<file path="config.mk">
export PLATFORM = sky130hd
export DESIGN_NAME = regfile_dump_reader
export DESIGN_NICKNAME = d
export VERILOG_FILES = /design/src/rtl/regfile_dump_reader_pkg.sv /design/src/rtl/regfile_dump_ptr.sv /design/src/rtl/regfile_dump_reader.sv
export SDC_FILE = /design/constraint.sdc
export NUM_CORES = 1
export LEC_CHECK = 0
export CORE_MARGIN = 4
export CORE_UTILIZATION = 28
export DETAILED_ROUTE_END_ITERATION = 8
export HOLD_SLACK_MARGIN = 0.15
export REMOVE_ABC_BUFFERS = 1
export SYNTH_ARGS = -nofsm -noshare
export SYNTH_HDL_FRONTEND = slang
export SYNTH_SLANG_ARGS = --single-unit
</file>
<file path="constraint.sdc">
create_clock -name clk -period 1.37 [get_ports clk]
set_input_delay 0.274 -clock clk [delete_from_list [all_inputs] [get_ports clk]]
set_output_delay 0.274 -clock clk [all_outputs]
set_load 0.01 [all_outputs]
</file>
<file path="src/rtl/regfile_dump_reader_pkg.sv">
// Shared types and constants for the register-file dump reader.
package regfile_dump_reader_pkg;

  localparam int unsigned REG_IDX_W = 5;
  localparam int unsigned NREGS     = 32;

  typedef enum logic [1:0] {
    StIdle    = 2'd0,
    StFetch   = 2'd1,
    StPresent = 2'd2,
    StDone    = 2'd3
  } dump_state_e;

  // Next register index, wrapping from the top of the register file back to 0.
  function automatic logic [REG_IDX_W-1:0] next_idx(input logic [REG_IDX_W-1:0] idx,
                                                    input logic [REG_IDX_W-1:0] idx_max);
    return (idx == idx_max) ? '0 : idx + 1'b1;
  endfunction

endpackage

</file>
<file path="src/rtl/regfile_dump_ptr.sv">
// Wrapping register-index walker: loads a [first, last] range, steps one index at a time,
// and flags when the current index is the inclusive end of the range.
module regfile_dump_ptr
  import regfile_dump_reader_pkg::*;
#(
  parameter int unsigned NREGS = 32
) (
  input  logic                 clk,
  input  logic                 reset,
  input  logic                 load_i,
  input  logic [REG_IDX_W-1:0] first_i,
  input  logic [REG_IDX_W-1:0] last_i,
  input  logic                 inc_i,
  output logic [REG_IDX_W-1:0] ptr_o,
  output logic                 at_last_o
);

  localparam logic [REG_IDX_W-1:0] IdxMax = REG_IDX_W'(NREGS - 1);

  logic [REG_IDX_W-1:0] ptr_q, ptr_d;
  logic [REG_IDX_W-1:0] last_q, last_d;

  always_comb begin
    ptr_d  = ptr_q;
    last_d = last_q;
    if (load_i) begin
      ptr_d  = first_i;
      last_d = last_i;
    end else if (inc_i) begin
      ptr_d = next_idx(ptr_q, IdxMax);
    end
  end

  always_ff @(posedge clk) begin
    if (reset) begin
      ptr_q  <= '0;
      last_q <= '0;
    end else begin
      ptr_q  <= ptr_d;
      last_q <= last_d;
    end
  end

  assign ptr_o     = ptr_q;
  assign at_last_o = (ptr_q == last_q);

endmodule

</file>
<file path="src/rtl/regfile_dump_reader.sv">
// Read-side dump initiator: walks a latched register range through one register-file read
// port and streams each captured word, tagged with its index, on a valid/ready interface.
module regfile_dump_reader
  import regfile_dump_reader_pkg::*;
#(
  parameter int unsigned N         = 32,
  parameter int unsigned NREGS     = 32,
  parameter bit          SKIP_ZERO = 1'b0
) (
  input  logic                 clk,
  input  logic                 reset,
  input  logic                 start_i,
  input  logic [REG_IDX_W-1:0] first_reg_i,
  input  logic [REG_IDX_W-1:0] last_reg_i,
  output logic [REG_IDX_W-1:0] Read_Register_o,
  input  logic [N-1:0]         Read_Data_i,
  output logic                 dump_valid_o,
  input  logic                 dump_ready_i,
  output logic [N-1:0]         dump_data_o,
  output logic [REG_IDX_W-1:0] dump_addr_o,
  output logic                 busy_o,
  output logic                 done_o
);

  dump_state_e state_q, state_d;

  logic [REG_IDX_W-1:0] ptr;
  logic                 at_last;
  logic                 ptr_load;
  logic                 ptr_inc;
  logic                 capture;
  logic                 skip_cur;
  logic                 handshake;

  logic                 valid_q, valid_d;
  logic [N-1:0]         data_q, data_d;
  logic [REG_IDX_W-1:0] addr_q, addr_d;

  regfile_dump_ptr #(
    .NREGS(NREGS)
  ) u_ptr (
    .clk      (clk),
    .reset    (reset),
    .load_i   (ptr_load),
    .first_i  (first_reg_i),
    .last_i   (last_reg_i),
    .inc_i    (ptr_inc),
    .ptr_o    (ptr),
    .at_last_o(at_last)
  );

  assign skip_cur  = SKIP_ZERO && (ptr == '0);
  // valid_q is only ever set in PRESENT, so ready is ignored everywhere else.
  assign handshake = valid_q && dump_ready_i;

  always_ff @(posedge clk) begin
    if (reset) begin
      state_q <= StIdle;
    end else begin
      state_q <= state_d;
    end
  end

  always_comb begin
    state_d = state_q;
    case (state_q)
      StIdle: begin
        if (start_i) state_d = StFetch;
      end
      StFetch: begin
        if (!skip_cur) begin
          state_d = StPresent;
        end else if (at_last) begin
          state_d = StDone;
        end
      end
      StPresent: begin
        if (handshake) state_d = at_last ? StDone : StFetch;
      end
      StDone: begin
        state_d = StIdle;
      end
      default: begin
        state_d = StIdle;
      end
    endcase
  end

  always_comb begin
    ptr_load = 1'b0;
    ptr_inc  = 1'b0;
    capture  = 1'b0;
    case (state_q)
      StIdle:    ptr_load = start_i;
      StFetch: begin
        capture = !skip_cur;
        ptr_inc = skip_cur && !at_last;
      end
      StPresent: ptr_inc = handshake && !at_last;
      default: ;
    endcase
  end

  assign busy_o = (state_q != StIdle);
  assign done_o = (state_q == StDone);

  always_comb begin
    valid_d = valid_q;
    data_d  = data_q;
    addr_d  = addr_q;
    if (capture) begin
      valid_d = 1'b1;
      data_d  = Read_Data_i;
      addr_d  = ptr;
    end else if (handshake) begin
      valid_d = 1'b0;
    end
  end

  always_ff @(posedge clk) begin
    if (reset) begin
      valid_q <= 1'b0;
      data_q  <= '0;
      addr_q  <= '0;
    end else begin
      valid_q <= valid_d;
      data_q  <= data_d;
      addr_q  <= addr_d;
    end
  end

  // The read address is the registered walk pointer, so the port never glitches.
  assign Read_Register_o = ptr;
  assign dump_valid_o    = valid_q;
  assign dump_data_o     = data_q;
  assign dump_addr_o     = addr_q;

  a_hold_until_accept: assert property (@(posedge clk) disable iff (reset)
    valid_q && !dump_ready_i |=> valid_q && $stable(data_q) && $stable(addr_q));

  a_valid_only_in_present: assert property (@(posedge clk) disable iff (reset)
    valid_q |-> state_q == StPresent);

endmodule
</file>
==> results.toml, run 1 <==
[cells_and_area]
regArea_sq_um = 1020
final_cell_mix = "nand2_1, clkdlybuf4s50_1, a21oi_1, dfxtp_1, dlygate4sd2_1"
fin_nets = 404
final_cell_area_sq_um = 3380
fill_cells = 717
syn_to_final_growth_pct = 67.3
multiInputGateArea_sq_um = 1020
finish.utilization_pct = 49.0
drive_gt1_share_pct = 20.7
antenna_cells = 0
layout_commonest_cell = "nand2_1"

[pwr]
leakagePower_uw = 0.00146
p_per_area_nw_per_um2 = 953
p_total_uw = 3220
vdd_drop_max_mv = 0.520

[timing]
relSlewSlack_pct = 79.3
finalMaxSlewViolations = 0
grt_setup_unrepaired = "yes"
final_hold_viol_count = 0
period_share_pct = 105
worst_pin_slew_ns = 0.310
finalClockSkew_ns = 0.00541
setup_viol = 10
whs_ns = 0.276
clock.fmax_mhz = 692
fin_ws_ns = -0.0747
fin_crit_ns = 1.44

[logic_synthesis]
ys_ff_latch = 50
netlist_instances = 245
synth_top_cell_by_area = "dfxtp_1"
syn_avg_cell_area_sq_um = 8.26
yosys_warnings = 0
yosysTopAreaCellShare_pct = 49.5
yosysSeqAreaShare_pct = 49.5
netlist_area_sq_um = 2020
synth_edf_count = 0
async_flop_share_pct = 0
synth_flop_cell = "dfxtp_1"
synth.area.top_cells = "dfxtp_1, nand2_1, a21oi_1, mux2i_1, xor2_1"
ys_types = 38

[route]
drt_iter0_markers = 60
viasPerCell = 4.42
first_pass_iters = 6
avgRoutedWirePerCell_um = 12.8
finalWirelength_um = 5820
vias = 2003
postRouteAntennaNets = 0
drc_errors = 0

[worst_setup_path]
arrival_ns = 1.68
worst_setup_path_start_kind = "flip-flop"
cp-startpoint = "state_q[1]"
end_kind = "flip-flop"
r2r_cells = 5
path_max_fanout = 8
r2r_end = "u_ptr.ptr_o[1]"
ff2ff_setup_slack_ns = -0.07
cp-endpoint = "u_ptr.ptr_o[1]"
path_class = "flip-flop to flip-flop"
crit_required_ns = 1.61
r2r_start = "state_q[1]"

[worst_hold_path]
hp-class = "input port to flip-flop"

[grt]
antenna_found_initial = 0
grt_start_max_net_pins = 38
grt_pass1_wl_um = 9270
grt.overflow.total = 0
grt_util_all_layers_pct = 13.2
grt_pass1_vias = 1910

[clock_network]
root_buffer = "clkbuf_8"
cts_tree = "built"
clk_pin_slew_ns = 0.09
htree_levels = 2
ctsHoldBuffers = 0
cts_buffer_depth = 2
numClockSinks = 50
insertion_delay_ns = 0.29
cts_made_buffers = 5

[placed_design]
placed_cell_area_sq_um = 3200
port-buffer-count = 90
preCtsSetupSlack_ns = -0.411
dp_hpwl_um = 4140
gp_congestion = 0.777

[status]
violations = "negative setup slack"
outcome = "finished, violations left"

[run]
max_cap_violations = 0

[floorplanning]
placeableCoreArea_sq_um = 6910
floorplan.initialDensity_pct = 29.3
io_pins = 91
die_area_sq_um = 8650
die_x_um = 93.0
dieHeight_um = 93.0
num_rows = 30
==> state kept, by name, summed over array words and instances, names as in the netlist <==
name and cells:
dump_valid_o 1, u_ptr.last_q 5, dump_data_o 32, state_q 2
u_ptr.ptr_o 5, dump_addr_o 5
==> final cells by class <==
type / instances / share of cell area (%)
inverter: 2 / 0.222
clock buffer: 7 / 2.55
timing repair buffer: 121 / 33.3
sequential: 50 / 30.2
tap: 96 / 3.55
clock inverter: 1 / 0.148
multi-input combinational: 176 / 30.1
==> through the flow <==
| stage | TNS [ns] | instances |
|---|---|---|
| after CTS | -0.247 | 453 |
| final | -0.282 | 453 |
| after floorplan | -0.377 | 228 |
| after detailed placement | -3.29 | 442 |
| after global placement | -3.21 | 442 |
| after global routing | -0.847 | 453 |
==> how the worst min path moves through the flow <==
stage / depth (start not counted) / start / slack [ns] / end
6_report: 2 / reset / 0.28 / u_ptr.last_q[3]
2_1_floorplan: 1 / reset / 0.34 / dump_addr_o[0]
5_1_grt: 2 / reset / 0.27 / u_ptr.last_q[3]
3_5_place_dp: 2 / dump_data_o[25] / 0.45 / dump_data_o[25]
3_3_place_gp: 2 / dump_data_o[9] / 0.44 / dump_data_o[9]
4_1_cts: 2 / reset / 0.26 / u_ptr.last_q[4]
==> critical path, stage by stage, from the launching register on <==
cell      delay (ns)
dfxtp_4         0.37
buf_6           0.12
or3b_4          0.40
buf_6           0.15
a311oi_2        0.22
a31o_1          0.13
==> timing repair <==
item / CTS / global route
pin swaps: 6 / 5
endpoints found under the setup margin: 51 / 17
hold endpoints to repair: 0 / 0
gates resized for setup: 76 / 18
setup buffers: 3 / 0
==> report_power, final <==
group,internal (uW),switching (uW),leakage [uW]
combinational,417,332,0.000998
clock,409,468,0.0000482
sequential,1540,59.5,0.000412
total,2360,859,0.00146
==> synth_stat cells (2+ instances only) <==
cell,instances
and3_1,3
o21ai_0,2
o211ai_1,2
nand2_1,88
a311oi_1,2
buf_1,2
buf_6,2
and2b_2,2
xor2_1,5
buf_2,7
a31o_1,2
a21oi_1,43
dfxtp_1,50
clkbuf_1,6
ha_1,2
mux2i_1,5
==> metal layers <==
metal  global-route usage (%)  up-vias  part of all wire [%]
li1                         -     1037                     -
met1                     17.2      911                    46
met2                     21.7       55                    48
met3                     4.02        0                   6.3
met4                     2.56        0                     0
met5                        0        -                     0
==> cells by family after synthesis <==
group | count (synthesis) | share of synthesized area (%)
AND/OR/NAND/NOR | 105 | 23.1
XOR/XNOR | 6 | 2.60
flip-flops | 50 | 49.5
buffers and inverters | 19 | 4.70
multiplexers | 5 | 2.47
AO/OA/AOI/OAI | 58 | 16.4
adder cells (fa/ha/maj) | 2 | 1.24
Note: power is estimated with default switching activity, not from simulation.
==> run 2: changes to the inputs <==
CORE_UTILIZATION = 37   (was 28)
PLACE_DENSITY = 0.75   (was unset)
==> results.toml, run 2 (same netlist as run 1, synthesis figures left out) <==
[grt]
met3_usage_pct = 5.70
grt_pass1_vias = 1928
grt_util_all_layers_pct = 16.9
antenna_found_initial = 0
use_met1_pct = 21.4
grt_start_max_net_pins = 38
grt_pass1_wl_um = 8870
use_met2_pct = 27.9
grt.overflow.total = 0
top_usage_layer = "met2"

[clock_network]
htree_levels = 2
cts_buffer_depth = 2
root_buffer = "clkbuf_8"
ctsHoldBuffers = 0
clk_pin_slew_ns = 0.09
cts_tree = "built"
numClockSinks = 50
cts_made_buffers = 5
insertion_delay_ns = 0.30

[timing]
relSlewSlack_pct = 79.7
final_hold_viol_count = 0
fin_crit_ns = 1.50
finalClockSkew_ns = 0.00698
finalMaxSlewViolations = 0
period_share_pct = 110
worst_pin_slew_ns = 0.305
clock.fmax_mhz = 665
setup_viol = 6
fin_ws_ns = -0.134
grt_setup_unrepaired = "yes"

[pwr]
p_per_area_nw_per_um2 = 967
vdd_drop_max_mv = 0.601
p_total_uw = 3270
leakagePower_uw = 0.00148

[cells_and_area]
layout_commonest_cell = "nand2_1"
fin_nets = 404
largest_reg_flops = 32
finish.utilization_pct = 65.0
drive_gt1_share_pct = 21.8
fill_cells = 471
syn_to_final_growth_pct = 67.2
final_cell_mix = "nand2_1, dfxtp_1, clkdlybuf4s50_1"
antenna_cells = 0

[floorplanning]
num_rows = 26
die_x_um = 81.9
floorplan.initialDensity_pct = 38.9
io_pins = 91
dieHeight_um = 81.9
die_area_sq_um = 6710
placeableCoreArea_sq_um = 5200

[run]
max_cap_violations = 0

[route]
postRouteAntennaNets = 0
viasPerCell = 4.84
first_pass_iters = 4
drc_errors = 0
drt_iter0_markers = 78
vias = 2065
finalWirelength_um = 5870
avgRoutedWirePerCell_um = 13.8

[worst_setup_path]
max_stage_delay_ns = 0.39
arrival_ns = 1.75
path_class = "flip-flop to flip-flop"
r2r_start = "state_q[0]"
critPathMostFrequentCell = "buf_6"
r2r_cells = 5
ff2ff_setup_slack_ns = -0.13
r2r_end = "u_ptr.ptr_o[1]"
crit_chain = "buf_6, or3b_4, buf_6, a311oi_2, a31o_1"
crit_path_top_delay_cell = "or3b_4"
path_max_fanout = 5
end_kind = "flip-flop"
worst_setup_path_start_kind = "flip-flop"
crit_family = "compound AO/OA/AOI/OAI gates"
crit_required_ns = 1.61
crit_buf_inv = 2
worst-path-stages = 5

[status]
outcome = "finished, violations left"
violations = "negative setup slack"

[worst_hold_path]
hold_path_depth = 2
worstHoldEndpoint = "dump_addr_o[0]"
hp-class = "input port to flip-flop"
worstHoldStart = "reset"

[placed_design]
port-buffer-count = 90
dp_hpwl_um = 3870
gp_congestion = 0.823
run 2: area by class of cell:
type / count / area (sq um) / share of cell area (%)
Timing Repair Buffer: 121 / 1140 / 33.7
Sequential cell: 50 / 1010 / 30.0
Multi-Input combinational cell: 176 / 1030 / 30.6
Inverter: 2 / 7.51 / 0.222
Tap cell: 70 / 87.6 / 2.59
Clock buffer: 6 / 82.6 / 2.44
Clock inverter: 2 / 17.5 / 0.518
run 2: worst max-delay path by stage:
stage,start,end,slack [ns]
6_report,state_q[0],u_ptr.ptr_o[1],-0.13
5_1_grt,state_q[0],u_ptr.ptr_o[1],-0.17
4_1_cts,u_ptr.ptr_o[0],u_ptr.ptr_o[4],-0.09
3_3_place_gp,start_i,u_ptr.ptr_o[1],-0.39
2_1_floorplan,u_ptr.ptr_o[0],u_ptr.ptr_o[4],-0.15
3_5_place_dp,start_i,u_ptr.ptr_o[2],-0.43
run 2: metal layers:
layer,wire (um),share of wire [%]
met3,536,9.1
met4,27,0.46
met2,2800,48
met5,0,0
met1,2510,43
run 2: metrics by stage:
step	cell area [sq um]	TNS [ns]	hold slack (ns)	instances	setup slack (ns)
floorplan	1940	-0.377	0.343	228	-0.150
global placement	3120	-3.04	0.441	411	-0.389
detailed placement	3120	-3.44	0.446	411	-0.428
CTS	3270	-0.340	0.339	424	-0.0899
global route	3380	-0.832	0.343	427	-0.165
finish	3380	-0.316	0.344	427	-0.134
run 2: what timing repair did:
item / in CTS / in global routing
pin swaps: 5 / 9
gates resized for setup: 75 / 23
gates cloned: 1 / 2
endpoints found under the setup margin: 51 / 19
setup buffers: 4 / 1
run 2: report_power, final:
group          switching [uW]  total (uW)  internal (uW)
clock                     495         911            416
sequential               59.2        1600           1540
combinational             344         762            419
==> run 3: changes to the inputs <==
PLACE_DENSITY = unset   (was 0.75)
PLACE_DENSITY_LB_ADDON = 0.2   (was unset)
==> results.toml, run 3 (same netlist as run 1, synthesis figures left out) <==
[status]
outcome = "finished, violations left"
violations = "negative setup slack"

[route]
viasPerCell = 4.77
postRouteAntennaNets = 0
drt_iter0_markers = 55
first_pass_iters = 4
avgRoutedWirePerCell_um = 14.2
vias = 2038
finalWirelength_um = 6060
drc_errors = 0

[timing]
grt_setup_unrepaired = "yes"
relSlewSlack_pct = 80.5
fin_crit_ns = 1.55
setup_viol = 12
fin_ws_ns = -0.183
final_hold_viol_count = 0
finalClockSkew_ns = 0.00305
setup_tns_ns = -0.950
clock.fmax_mhz = 644
finalMaxSlewViolations = 0
worst_pin_slew_ns = 0.291
period_share_pct = 113

[cells_and_area]
regArea_sq_um = 1020
fill_cells = 445
fin_nets = 404
antenna_cells = 0
final_cell_mix = "nand2_1, clkdlybuf4s50_1, dfxtp_1"
instances_no_fill = 427
finish.utilization_pct = 66.4
drive_gt1_share_pct = 23.5
syn_to_final_growth_pct = 70.9
multiInputGateArea_sq_um = 1080
largest_reg_flops = 32
layout_commonest_cell = "nand2_1"

[worst_setup_path]
path_max_fanout = 4
crit_family = "compound AO/OA/AOI/OAI gates"
crit_required_ns = 1.61
worst_setup_path_start_kind = "flip-flop"
crit_path_top_delay_cell = "dfxtp_4"
arrival_ns = 1.79
max_stage_delay_ns = 0.36
path_class = "flip-flop to flip-flop"
end_kind = "flip-flop"
crit_buf_inv = 2
crit_chain = "buf_6, and4b_2, o31ai_2, buf_4, a311oi_2, a31o_1"

[pwr]
swShare_pct = 27.1
power_frac_seq_pct = 48.4
p_comb_share_pct = 24.9
p_int_uw = 2410
pwr-share-clk_pct = 26.7
p_sw_uw = 896
leakagePower_uw = 0.00151
vdd_drop_max_mv = 0.559
p_per_area_nw_per_um2 = 956

[clock_network]
root_buffer = "clkbuf_8"
clk_pin_slew_ns = 0.09
cts_tree = "built"
htree_levels = 2
cts_buffer_depth = 2
numClockSinks = 50
cts_made_buffers = 5
insertion_delay_ns = 0.29

[floorplanning]
die_area_sq_um = 6710
placeableCoreArea_sq_um = 5200
die_x_um = 81.9
num_rows = 26
io_pins = 91
dieHeight_um = 81.9
floorplan.initialDensity_pct = 38.9

[placed_design]
gp_congestion = 0.860
dp_hpwl_um = 3860
port-buffer-count = 90
placed_cells = 413

[run]
max_cap_violations = 0

[grt]
grt_pass1_vias = 1898
grt_pass1_wl_um = 9140
grt_start_max_net_pins = 48
grt.overflow.total = 0
antenna_found_initial = 0
grt_util_all_layers_pct = 17.4

[worst_hold_path]
hp-class = "input port to flip-flop"
run 3: metrics by stage:
stage | setup WS (ns) | area, sq um | total power [uW] | hold slack, ns
floorplan | -0.150 | 1940 | 1890 | 0.343
global placement | -0.374 | 3160 | 2360 | 0.441
detailed placement | -0.394 | 3160 | 2360 | 0.446
CTS | -0.0899 | 3310 | 3240 | 0.445
global route | -0.217 | 3460 | 3480 | 0.444
finish | -0.183 | 3460 | 3310 | 0.416
run 3: final cells by class:
type,instances,share of cell area (%)
Multi-Input combinational cell,176,31.1
Clock inverter,1,0.145
Inverter,2,0.217
Sequential cell,50,29.4
Timing Repair Buffer,121,34.1
Tap cell,70,2.53
Clock buffer,7,2.50
run 3: final timing paths:
check                  start              end  slack, ns  cells past startpoint
max               state_q[0]   u_ptr.ptr_o[1]      -0.18                      6
min reg2reg  dump_data_o[23]  dump_data_o[23]       0.45                      2
max reg2reg       state_q[0]   u_ptr.ptr_o[1]      -0.18                      6
min                    reset  u_ptr.last_q[0]       0.42                      3
run 3: power groups by stage:
| stage | sequential, uW | clock, uW | combinational [uW] |
|---|---|---|---|
| global placement | 1620 | 0 | 732 |
| CTS | 1600 | 905 | 739 |
| floorplan | 1660 | 0 | 225 |
| detailed placement | 1630 | 0 | 736 |
| finish | 1600 | 882 | 824 |
| global route | 1610 | 977 | 898 |
run 3: routing by layer:
layer  track usage, %  wire length [um]  vias up
met4             3.99                87        0
met3             4.39               391        8
met5                0                 0        -
met1             21.4              2490      926
li1                 -                 -     1041
met2             30.5              3090       63
run 3: worst reg2reg max path: cells and delay by family (launching register included):
family                 cells  cell delay (ns)
buffers and inverters      2             0.29
AO/OA/AOI/OAI              3             0.55
flip-flops                 1             0.36
AND/OR/NAND/NOR            1             0.31
run 3: timing repair:
action,CTS,global route
endpoints found under the setup margin,51,16
pin swaps,10,17
hold buffers,0,0
resized for setup,79,34
setup buffers,5,3
